--- src/rtl/tea_pkg.sv ---
// Shared constants and types for the TEA request scheduler and its round datapath.
// Latency: n/a (declarations only).
// Backpressure: n/a.
package tea_pkg;

    localparam logic [31:0] DELTA        = 32'h9E3779B9;
    localparam int          NUM_ROUNDS   = 32;
    localparam logic [31:0] SUM_INIT_DEC = 32'hC6EF3720;

    typedef enum logic [1:0] {
        ST_IDLE = 2'd0,
        ST_RUN  = 2'd1,
        ST_DONE = 2'd2
    } state_t;

    // {v0, v1}: v0 occupies the upper word
    typedef struct packed {
        logic [31:0] v0;
        logic [31:0] v1;
    } block_t;

    // {k0, k1, k2, k3}: k0 occupies the upper word
    typedef struct packed {
        logic [31:0] k0;
        logic [31:0] k1;
        logic [31:0] k2;
        logic [31:0] k3;
    } key_t;

    // TEA mixing term for one half-round
    function automatic logic [31:0] tea_mix(input logic [31:0] x,
                                            input logic [31:0] ka,
                                            input logic [31:0] kb,
                                            input logic [31:0] s);
        return ((x << 4) + ka) ^ (x + s) ^ ((x >> 5) + kb);
    endfunction

endpackage

--- src/rtl/tea_round.sv ---
// One TEA round (encrypt, or decrypt when dec_i=1), purely combinational.
// Latency: 0 cycles.
// Backpressure: none; the caller decides when to register the outputs.
module tea_round
    import tea_pkg::*;
(
    input  logic [31:0] v0_i,
    input  logic [31:0] v1_i,
    input  key_t        key_i,
    input  logic [31:0] sum_i,
    input  logic        dec_i,
    output logic [31:0] v0_o,
    output logic [31:0] v1_o,
    output logic [31:0] sum_o
);

    logic [31:0] enc_sum;
    logic [31:0] enc_v0;
    logic [31:0] enc_v1;
    logic [31:0] dec_v0;
    logic [31:0] dec_v1;

    // Encrypt advances sum first and uses it; decrypt uses sum then retreats it.
    always_comb begin
        enc_sum = sum_i + DELTA;
        enc_v0  = v0_i + tea_mix(v1_i, key_i.k0, key_i.k1, enc_sum);
        enc_v1  = v1_i + tea_mix(enc_v0, key_i.k2, key_i.k3, enc_sum);
        dec_v1  = v1_i - tea_mix(v0_i, key_i.k2, key_i.k3, sum_i);
        dec_v0  = v0_i - tea_mix(dec_v1, key_i.k0, key_i.k1, sum_i);
        v0_o    = dec_i ? dec_v0 : enc_v0;
        v1_o    = dec_i ? dec_v1 : enc_v1;
        sum_o   = dec_i ? (sum_i - DELTA) : enc_sum;
    end

endmodule

--- src/rtl/tea_req_scheduler.sv ---
// Round-robin shares one iterative TEA engine among NUM_REQ requesters (TEA_DECRYPT_EN adds decrypt mode).
// Latency: resp_valid_o rises 32 cycles after the accept edge; one round per cycle.
// Backpressure: req_ready_o only in IDLE; result holds in DONE until resp_ready_i; next accept one cycle after.
module tea_req_scheduler
    import tea_pkg::*;
#(
    parameter int NUM_REQ = 4,
    parameter int ID_W    = 2
) (
    input  logic                   clk_i,
    input  logic                   rst_ni,
    input  logic [NUM_REQ-1:0]     req_valid_i,
    output logic [NUM_REQ-1:0]     req_ready_o,
    input  logic [64*NUM_REQ-1:0]  req_data_i,
    input  logic [127:0]           key_i,
    output logic                   resp_valid_o,
    input  logic                   resp_ready_i,
    output logic [63:0]            resp_data_o,
    output logic [ID_W-1:0]        resp_id_o,
    output logic                   busy_o,
    output logic [5:0]             round_cnt_o
`ifdef TEA_DECRYPT_EN
    ,
    input  logic [NUM_REQ-1:0]     req_dec_i,
    output logic                   resp_dec_o
`endif
);

    state_t          state_q, state_d;
    logic [ID_W-1:0] rr_q, rr_d;
    block_t          blk_q, blk_d;
    key_t            key_q, key_d;
    logic [31:0]     sum_q, sum_d;
    logic [5:0]      cnt_q, cnt_d;
    logic [ID_W-1:0] id_q, id_d;
    logic            run_dec;

    logic            gnt_vld;
    logic [ID_W-1:0] gnt_idx;
    logic [ID_W:0]   cand;
    logic            gnt_dec;
    block_t          req_blk [NUM_REQ];
    logic [31:0]     rnd_v0, rnd_v1, rnd_sum;

    for (genvar g = 0; g < NUM_REQ; g++) begin : g_slice
        assign req_blk[g] = req_data_i[64*g +: 64];
    end

`ifdef TEA_DECRYPT_EN
    logic dec_q, dec_d;
    assign run_dec    = dec_q;
    assign gnt_dec    = req_dec_i[gnt_idx];
    assign resp_dec_o = dec_q;
`else
    assign run_dec = 1'b0;
    assign gnt_dec = 1'b0;
`endif

    // Round-robin search from rr_q upward; the wrap is at NUM_REQ, not 2**ID_W.
    always_comb begin
        gnt_vld = 1'b0;
        gnt_idx = '0;
        cand    = '0;
        for (int k = NUM_REQ - 1; k >= 0; k--) begin
            cand = {1'b0, rr_q} + (ID_W+1)'(k);
            if (cand >= (ID_W+1)'(NUM_REQ)) begin
                cand = cand - (ID_W+1)'(NUM_REQ);
            end
            if (req_valid_i[cand[ID_W-1:0]]) begin
                gnt_vld = 1'b1;
                gnt_idx = cand[ID_W-1:0];
            end
        end
    end

    tea_round u_round (
        .v0_i  (blk_q.v0),
        .v1_i  (blk_q.v1),
        .key_i (key_q),
        .sum_i (sum_q),
        .dec_i (run_dec),
        .v0_o  (rnd_v0),
        .v1_o  (rnd_v1),
        .sum_o (rnd_sum)
    );

    // FSM next state, datapath next values and the combinational accept strobe.
    always_comb begin
        state_d     = state_q;
        rr_d        = rr_q;
        blk_d       = blk_q;
        key_d       = key_q;
        sum_d       = sum_q;
        cnt_d       = cnt_q;
        id_d        = id_q;
        req_ready_o = '0;
`ifdef TEA_DECRYPT_EN
        dec_d       = dec_q;
`endif
        case (state_q)
            ST_IDLE: begin
                if (gnt_vld) begin
                    req_ready_o[gnt_idx] = 1'b1;
                    blk_d   = req_blk[gnt_idx];
                    key_d   = key_t'(key_i);
                    sum_d   = gnt_dec ? SUM_INIT_DEC : 32'h0;
                    cnt_d   = '0;
                    id_d    = gnt_idx;
                    rr_d    = (gnt_idx == ID_W'(NUM_REQ - 1)) ? '0 : gnt_idx + 1'b1;
                    state_d = ST_RUN;
`ifdef TEA_DECRYPT_EN
                    dec_d   = gnt_dec;
`endif
                end
            end
            ST_RUN: begin
                blk_d = {rnd_v0, rnd_v1};
                sum_d = rnd_sum;
                cnt_d = cnt_q + 6'd1;
                if (cnt_q == 6'(NUM_ROUNDS - 1)) begin
                    state_d = ST_DONE;
                end
            end
            ST_DONE: begin
                // Returning to IDLE first keeps a new grant out of the handshake cycle.
                if (resp_ready_i) begin
                    state_d = ST_IDLE;
                end
            end
            default: state_d = ST_IDLE;
        endcase
    end

    // State and datapath registers; reset aborts any block in flight.
    always_ff @(posedge clk_i or negedge rst_ni) begin
        if (!rst_ni) begin
            state_q <= ST_IDLE;
            rr_q    <= '0;
            blk_q   <= '0;
            key_q   <= '0;
            sum_q   <= '0;
            cnt_q   <= '0;
            id_q    <= '0;
`ifdef TEA_DECRYPT_EN
            dec_q   <= 1'b0;
`endif
        end else begin
            state_q <= state_d;
            rr_q    <= rr_d;
            blk_q   <= blk_d;
            key_q   <= key_d;
            sum_q   <= sum_d;
            cnt_q   <= cnt_d;
            id_q    <= id_d;
`ifdef TEA_DECRYPT_EN
            dec_q   <= dec_d;
`endif
        end
    end

    assign resp_valid_o = (state_q == ST_DONE);
    assign busy_o       = (state_q != ST_IDLE);
    assign resp_data_o  = blk_q;
    assign resp_id_o    = id_q;
    assign round_cnt_o  = cnt_q;

endmodule

--- config.mk ---
export PLATFORM = sky130hd
export DESIGN_NAME = tea_req_scheduler
export DESIGN_NICKNAME = d
export VERILOG_FILES = /design/src/rtl/tea_pkg.sv /design/src/rtl/tea_round.sv /design/src/rtl/tea_req_scheduler.sv
export SDC_FILE = /design/constraint.sdc
export NUM_CORES = 1
export LEC_CHECK = 0
export ABC_AREA = 1
export CAP_MARGIN = 20
export CORE_ASPECT_RATIO = 0.7
export CORE_UTILIZATION = 40
export CTS_CLUSTER_DIAMETER = 60
export DETAILED_ROUTE_END_ITERATION = 8
export HOLD_SLACK_MARGIN = 0.15
export PLACE_DENSITY_LB_ADDON = 0.15
export SLEW_MARGIN = 20
export SYNTH_ARGS = -nofsm -noshare
export SYNTH_HDL_FRONTEND = slang
export SYNTH_HIERARCHICAL = 1
export SYNTH_SLANG_ARGS = --single-unit
--- constraint.sdc ---
create_clock -name clk_i -period 22.1 [get_ports clk_i]
set_input_delay 2.21 -clock clk_i [delete_from_list [all_inputs] [get_ports clk_i]]
set_output_delay 2.21 -clock clk_i [all_outputs]
set_load 0.005 [all_outputs]
Yosys cells after proc, flatten, opt, wreduce, memory -nomap -nowiden
Cells that the tools add are included. W data, S select, Z words.

Bits in registers: 236.

Add/subtract/negate cells: 18. Magnitude comparators: 11. Equal/unequal tests: 7. Mux-type cells: 38. Bitwise operators: 5. Reduce and logical (&&, ||, !) cells: 7.

Operators by type and width (count): $add A32 B32 Y32 (6); $mux W64 (3); $bmux W64 S2 (1); $pmux W64 S2 (1); $xor A32 B32 Y32 (4); $add A27 B32 Y32 (2); $pmux W32 S2 (1); $add A32 B32 Y32 const B (1); $mux W32 (1); $mux W2 (12); $lt A2 B3 Y1 const B (5); $ge A3 B3 Y1 const B (4); $pmux W6 S2 (1); $mux W1 (9); $bmux W1 S2 (4); $mux W4 (2); $sub A2 B1 Y2 const B (4); $add A2 B2 Y3 const B (2); $add A6 B1 Y6 const B (1); $eq A6 B5 Y1 const B (1); $mux W6 (1); $pmux W2 S3 (1); $eq A2 B2 Y1 const B (2); $ne A2 B2 Y1 const B (2); other kinds (13) (15).

Depth between registers and ports, before layout
Depth in word-level cells: 15. Depth in mapped cells: 66. Gate-level depth less buffers: 66.

Modules after synthesis
Netlist, hierarchy kept.

By module, submodules not included: tea_round (instances 1, cells an instance 4609, area an instance 28471.1 µm², seq. area each 0.0 µm²); tea_req_scheduler (instances 1, cells an instance 1899, area an instance 12974.9 µm², seq. area each 5905.7 µm²).

Worst setup path after synthesis
OpenSTA, ideal clock, no wires.

Kind: reg-to-reg. Start point: register sum_q[1]. End point: register blk_q (netlist bit resp_data_o[31]). Library setup time: 0.116 ns. Data arrival time: 7.856 ns. Data required time: 21.984 ns. Path slack: 14.128 ns. Cell stages (with the launch flop): 56. Buffers on the path: 0. Period minus slack after synthesis: 7.972 ns. Cells stage by stage: dfrtp_1 -> ha_1 -> nand2_1 -> nand3_1 -> nand2_1 -> nand2_1 -> inv_2 -> nand2_2 -> nand2_2 -> nand4_4 -> o21ai_4 -> inv_2 -> o21ai_2 -> inv_2 -> nor2_4 -> xor2_1 -> inv_1 -> ha_1 -> (+20 left out) -> a31oi_1 -> xor2_1 -> xor2_1 -> ha_1 -> a21oi_1 -> o21ai_0 -> a2111oi_0 -> nand2_1 -> nand2_1 -> nand3_1 -> nand2_1 -> nand3_1 -> nand3_1 -> nand2_1 -> nor2_1 -> nor2_1 -> nand2_1 -> nand2_1.

Cells in the longest elaborated chain, start to end: 10. Elaborated cells on any way between the ends: 12. Classes of those cells: add/sub (7); mux (1); bitwise (4).

RTL lines: start: declaration (RTL line tea_req_scheduler.sv:33) `logic [31:0] sum_q, sum_d;`; start signal: assignment (RTL line tea_req_scheduler.sv:152) `sum_q <= sum_d;`; $add A32 B32 Y32 (*) (RTL line tea_round.sv:25) `enc_sum = sum_i + DELTA;`; $add A32 B32 Y32 (RTL line tea_pkg.sv:35) `return ((x << 4) + ka) ^ (x + s) ^ ((x >> 5) + kb);`; $xor A32 B32 Y32 (2 in a row) (RTL line tea_pkg.sv:35); $add A32 B32 Y32 (RTL line tea_round.sv:26) `enc_v0 = v0_i + tea_mix(v1_i, key_i.k0, key_i.k1, enc_sum);`; $add A32 B32 Y32 (RTL line tea_pkg.sv:35); $xor A32 B32 Y32 (RTL line tea_pkg.sv:35); $xor A32 B32 Y32 (*) (RTL line tea_pkg.sv:35); $add A32 B32 Y32 (*) (RTL line tea_round.sv:27) `enc_v1 = v1_i + tea_mix(enc_v0, key_i.k2, key_i.k3, enc_sum);`; net rnd_v1[31] (RTL line tea_req_scheduler.sv:43) `logic [31:0] rnd_v0, rnd_v1, rnd_sum;`; $pmux W64 S2 (*) (RTL line tea_req_scheduler.sv:100) `case (state_q)`; end signal: assignment (RTL line tea_req_scheduler.sv:150) `blk_q <= blk_d;`; end: declaration (RTL line tea_req_scheduler.sv:31) `block_t blk_q, blk_d;`.

Mark *: on every way through the listed nets, which the timed path passes. The rest lies on a longest branch. A chain may end at the register's enable or synchronous reset.

Worst setup path in the final report
Same ends and word-level chain as after synthesis.

==> impl_summary.log <==
INFO  metric grt_first_pass_wirelength = 296000 µm
INFO  metric post-route-cell-area = 0.0490 mm²
INFO  metric grt_util_met3 = 9.41%
INFO  metric reg2reg_setup_slack = 11.19 ns
INFO  metric tritoncts_clock_tree = done
INFO  metric synth_top_flop_cell = dfrtp_1
INFO  metric setup-violations-final = 0
INFO  metric worstRegToRegCells = 52
INFO  metric synth_top_cell_by_area = nand2_1
INFO  metric cts_repair_resize_count = 0
INFO  metric r2r-start = sum_q[1]$_DFFE_PN0P_
INFO  metric global_route.peak_usage_layer = met2
INFO  metric die_h = roughly 270 µm
INFO  metric synth_sequential_area_ratio = 14.2%
INFO  metric antenna_violating_nets_post_route = 0
INFO  metric number_of_standard_cells_after_synthesis = 6508
INFO  metric grt_pass1_vias = 43600
INFO  metric viasPerCell = approximately 5.7
INFO  metric detail_route.iter0.violations = 5788
INFO  metric postCtsHoldBufs = 0
INFO  metric cts.path.max_buffers = 3
INFO  metric placement_rows = 98
INFO  metric worst-slew-pin-transition = between 1 and 1.5 ns
INFO  metric cts.sink_count = 236
INFO  metric hpwl_detailed = roughly 170000 µm
INFO  metric met2_usage = 55.3%
INFO  metric nets = 7837
INFO  metric all_layer_gr_usage = a little under two fifths
INFO  metric fillerInstances = about 11000
INFO  metric antenna_found_initial = 21
INFO  metric finalHoldViolCount = 0
INFO  metric count_of_flip_flops_with_a_built_in_enable_after_synthesis = 0
INFO  metric drc = 0
INFO  metric grt_max_degree = roughly 110
INFO  metric cell_area_after_placement = 0.0477 mm²
INFO  metric crit_path_end_kind = register
INFO  metric cpLargestDelayFamily = simple AND/OR/NAND/NOR gates
INFO  metric top_area_cell_type_share_of_the_netlist_area = around 16%
INFO  metric die_boundary_width = 387 µm
INFO  metric clk_pin_slew_worst_paths = 0.06 ns
INFO  metric max_freq = approximately 92 MHz
INFO  metric post-synth-top-count-cell = nand2_1
INFO  metric synth.lib_cells_used.distinct = 71
INFO  metric drv_cap = 0
INFO  metric wl = 208000 µm
INFO  metric start_util = 40.5%
INFO  metric rsz0062_at_grt = false
INFO  metric ys_seq_elements = 236
INFO  metric htree_levels = 2
INFO  metric final.hold.worst_slack = between 0.4 and 0.5 ns
INFO  metric data_arrival_at_the_endpoint_of_the_critical_path = 11.39 ns
INFO  metric synthTopCellsByCount = 1729 x nand2_1, 817 x inv_1, 523 x nand3_1
INFO  metric cts_inserted_buffers = 36
INFO  metric worst-endpoint-required = 22.57 ns
INFO  metric ctsRootBufferMaster = clkbuf_16
INFO  metric timing.slew.headroom = approximately 15%
INFO  metric critical-path-top-cell-by-count = nand2_1
INFO  metric port_buffers = approximately 470
INFO  metric worst_path_max_delay_cell = xor2_1
INFO  metric fin_ws = 11.19 ns
INFO  metric worstSkewPairLatency = 0.60 ns
INFO  metric post_route_cells_drive_above_1_share = 4.66%
INFO  metric status = complete, no violations
INFO  metric layout-area-overhead-vs-synth = 18.1%
INFO  metric worstHoldPathCells = 2
INFO  metric critical_path_launch_point_type = register
INFO  metric fin_max_slew_vios = 0
INFO  metric total_number_of_vias = 47700
INFO  metric final_min_period_over_clock_period = 49.4%
INFO  metric min_path_type = register to register
INFO  metric grt.overflow.total = 0
INFO  metric critical_path_class = register to register
INFO  metric routabilityCongestion = 1.09
INFO  metric cts_setup_buffers = 0
INFO  metric critical_path_maximum_fanout = 7
INFO  metric worst_min_delay_path_endpoint = resp_data_o[60]$_DFFE_PN0P_
INFO  metric syn_avg_cell_area = approximately 6.4 µm²
INFO  metric r2r-end = resp_data_o[31]$_DFFE_PN0P_
INFO  metric period_minus_ws_final = 10.91 ns
INFO  metric async_flop_share = 100%
INFO  metric ioPinCount = roughly 470
INFO  metric design.die.area = 0.105 mm²
INFO  metric globalRouteMet1Util = a little over half
INFO  metric drt_first_pass_iters = 6
INFO  metric pre_cts_ws = between 10 and 15 ns
INFO  metric critical_path.n_buffers_inverters = 1
INFO  metric aggregate_negative_setup_slack = 0 ns
INFO  metric synth.cell_area = 0.0414 mm²
INFO  metric top_area_cells_in_the_synthesized_netlist = nand2_1 16%, ha_1 15%, dfrtp_1 14%
INFO  metric timing.clock.skew = 0.0236 ns
INFO  metric floorplan.core_area = slightly above 0.1 mm²
INFO  metric timing.hold.worst.start = resp_data_o[60]$_DFFE_PN0P_
INFO  metric ys_warn_count = 6
INFO  metric routedWlPerCell = 25.0 µm
INFO  metric crit_path_max_incr_delay = 0.79 ns
-- logic make-up after synthesis --
| family | after synthesis | synth area share, % |
|---|---|---|
| buffers and inverters | 989 | 9.48 |
| AO/OA/AOI/OAI | 1156 | 16.5 |
| adder cells (fa/ha/maj) | 499 | 15.4 |
| AND/OR/NAND/NOR | 2936 | 29.6 |
| XOR/XNOR | 689 | 14.7 |
| other | 1 | 0.00905 |
| multiplexers | 2 | 0.0543 |
| flip-flops | 236 | 14.2 |
-- metal layers --
layer / wire length [µm] / vias to the layer above
li1: - / 22200
met1: 93000 / 22500
met2: 82900 / 2590
met3: 24300 / 386
met4: 7980 / 10
met5: 66 / -
-- cell usage in the layout, fill, tap and decap left out, types with 15 or more instances in the layout --
master              n
clkbuf_16          37
inv_2              21
xnor2_1           230
clkdlybuf4s50_1   467
nand2_1          1725
o21a_1             36
buf_4              79
nand3_1           522
o21bai_1           25
nor4_1             15
a21oi_1           515
nor3_1             69
ha_1              483
nand4_1            48
a31oi_1            55
o21ai_0           249
o21ai_1            41
a22o_1             33
a21o_1             29
o21ai_2            33
a21oi_2            20
inv_1             817
xor2_1            450
fa_1               16
o211ai_1           16
nand2_2            34
dfrtp_1           236
a21boi_1           18
nor2_1            454
-- how the worst max path moves through the flow --
stage	from	endpoint	slack, ns	depth (start not counted)
2_1_floorplan	sum_q[1]$_DFFE_PN0P_	resp_data_o[31]$_DFFE_PN0P_	14.13	55
3_3_place_gp	sum_q[1]$_DFFE_PN0P_	resp_data_o[31]$_DFFE_PN0P_	11.52	52
3_5_place_dp	sum_q[1]$_DFFE_PN0P_	resp_data_o[31]$_DFFE_PN0P_	11.57	53
4_1_cts	sum_q[1]$_DFFE_PN0P_	resp_data_o[31]$_DFFE_PN0P_	11.53	53
5_1_grt	sum_q[1]$_DFFE_PN0P_	resp_data_o[31]$_DFFE_PN0P_	10.49	53
6_report	sum_q[1]$_DFFE_PN0P_	resp_data_o[31]$_DFFE_PN0P_	11.19	52
-- flip-flops by register name, indices dropped and copies added, names as in the netlist --
register / count
rr_q: 2
key_q: 128
resp_data_o: 64
sum_q: 32
state_q: 2
round_cnt_o: 6
resp_id_o: 2
-- through the flow --
| stage | util [%] | std cells |
|---|---|---|
| 5_1_grt | 47.8 | 8326 |
| 3_5_place_dp | 46.6 | 8259 |
| 3_3_place_gp | 46.6 | 8259 |
| 4_1_cts | 47.8 | 8324 |
| 2_1_floorplan | - | 6511 |
| 6_report | 47.8 | 8327 |
-- area by class of cell --
cell class / count / area [µm²] / area share (%)
repair buffers: 547 / 5280 / 10.8
flip-flops and latches: 236 / 5910 / 12.1
clock buffers: 44 / 982 / 2.01
inverters: 840 / 3160 / 6.45
well taps: 1350 / 1690 / 3.45
clock inverters: 21 / 221 / 0.452
diodes: 3 / 7.51 / 0.0153
multi-input cells: 5286 / 31700 / 64.8
-- tightest hold or removal path: cells and delay by family (launching register included) --
| kind | cells | cell delay (ns) |
|---|---|---|
| simple gates | 2 | 0.11 |
| flops | 1 | 0.35 |
Power is left out: the tool's default activity adds up to more than one toggle a clock period on the data nets, which glitch-free logic cannot reach.
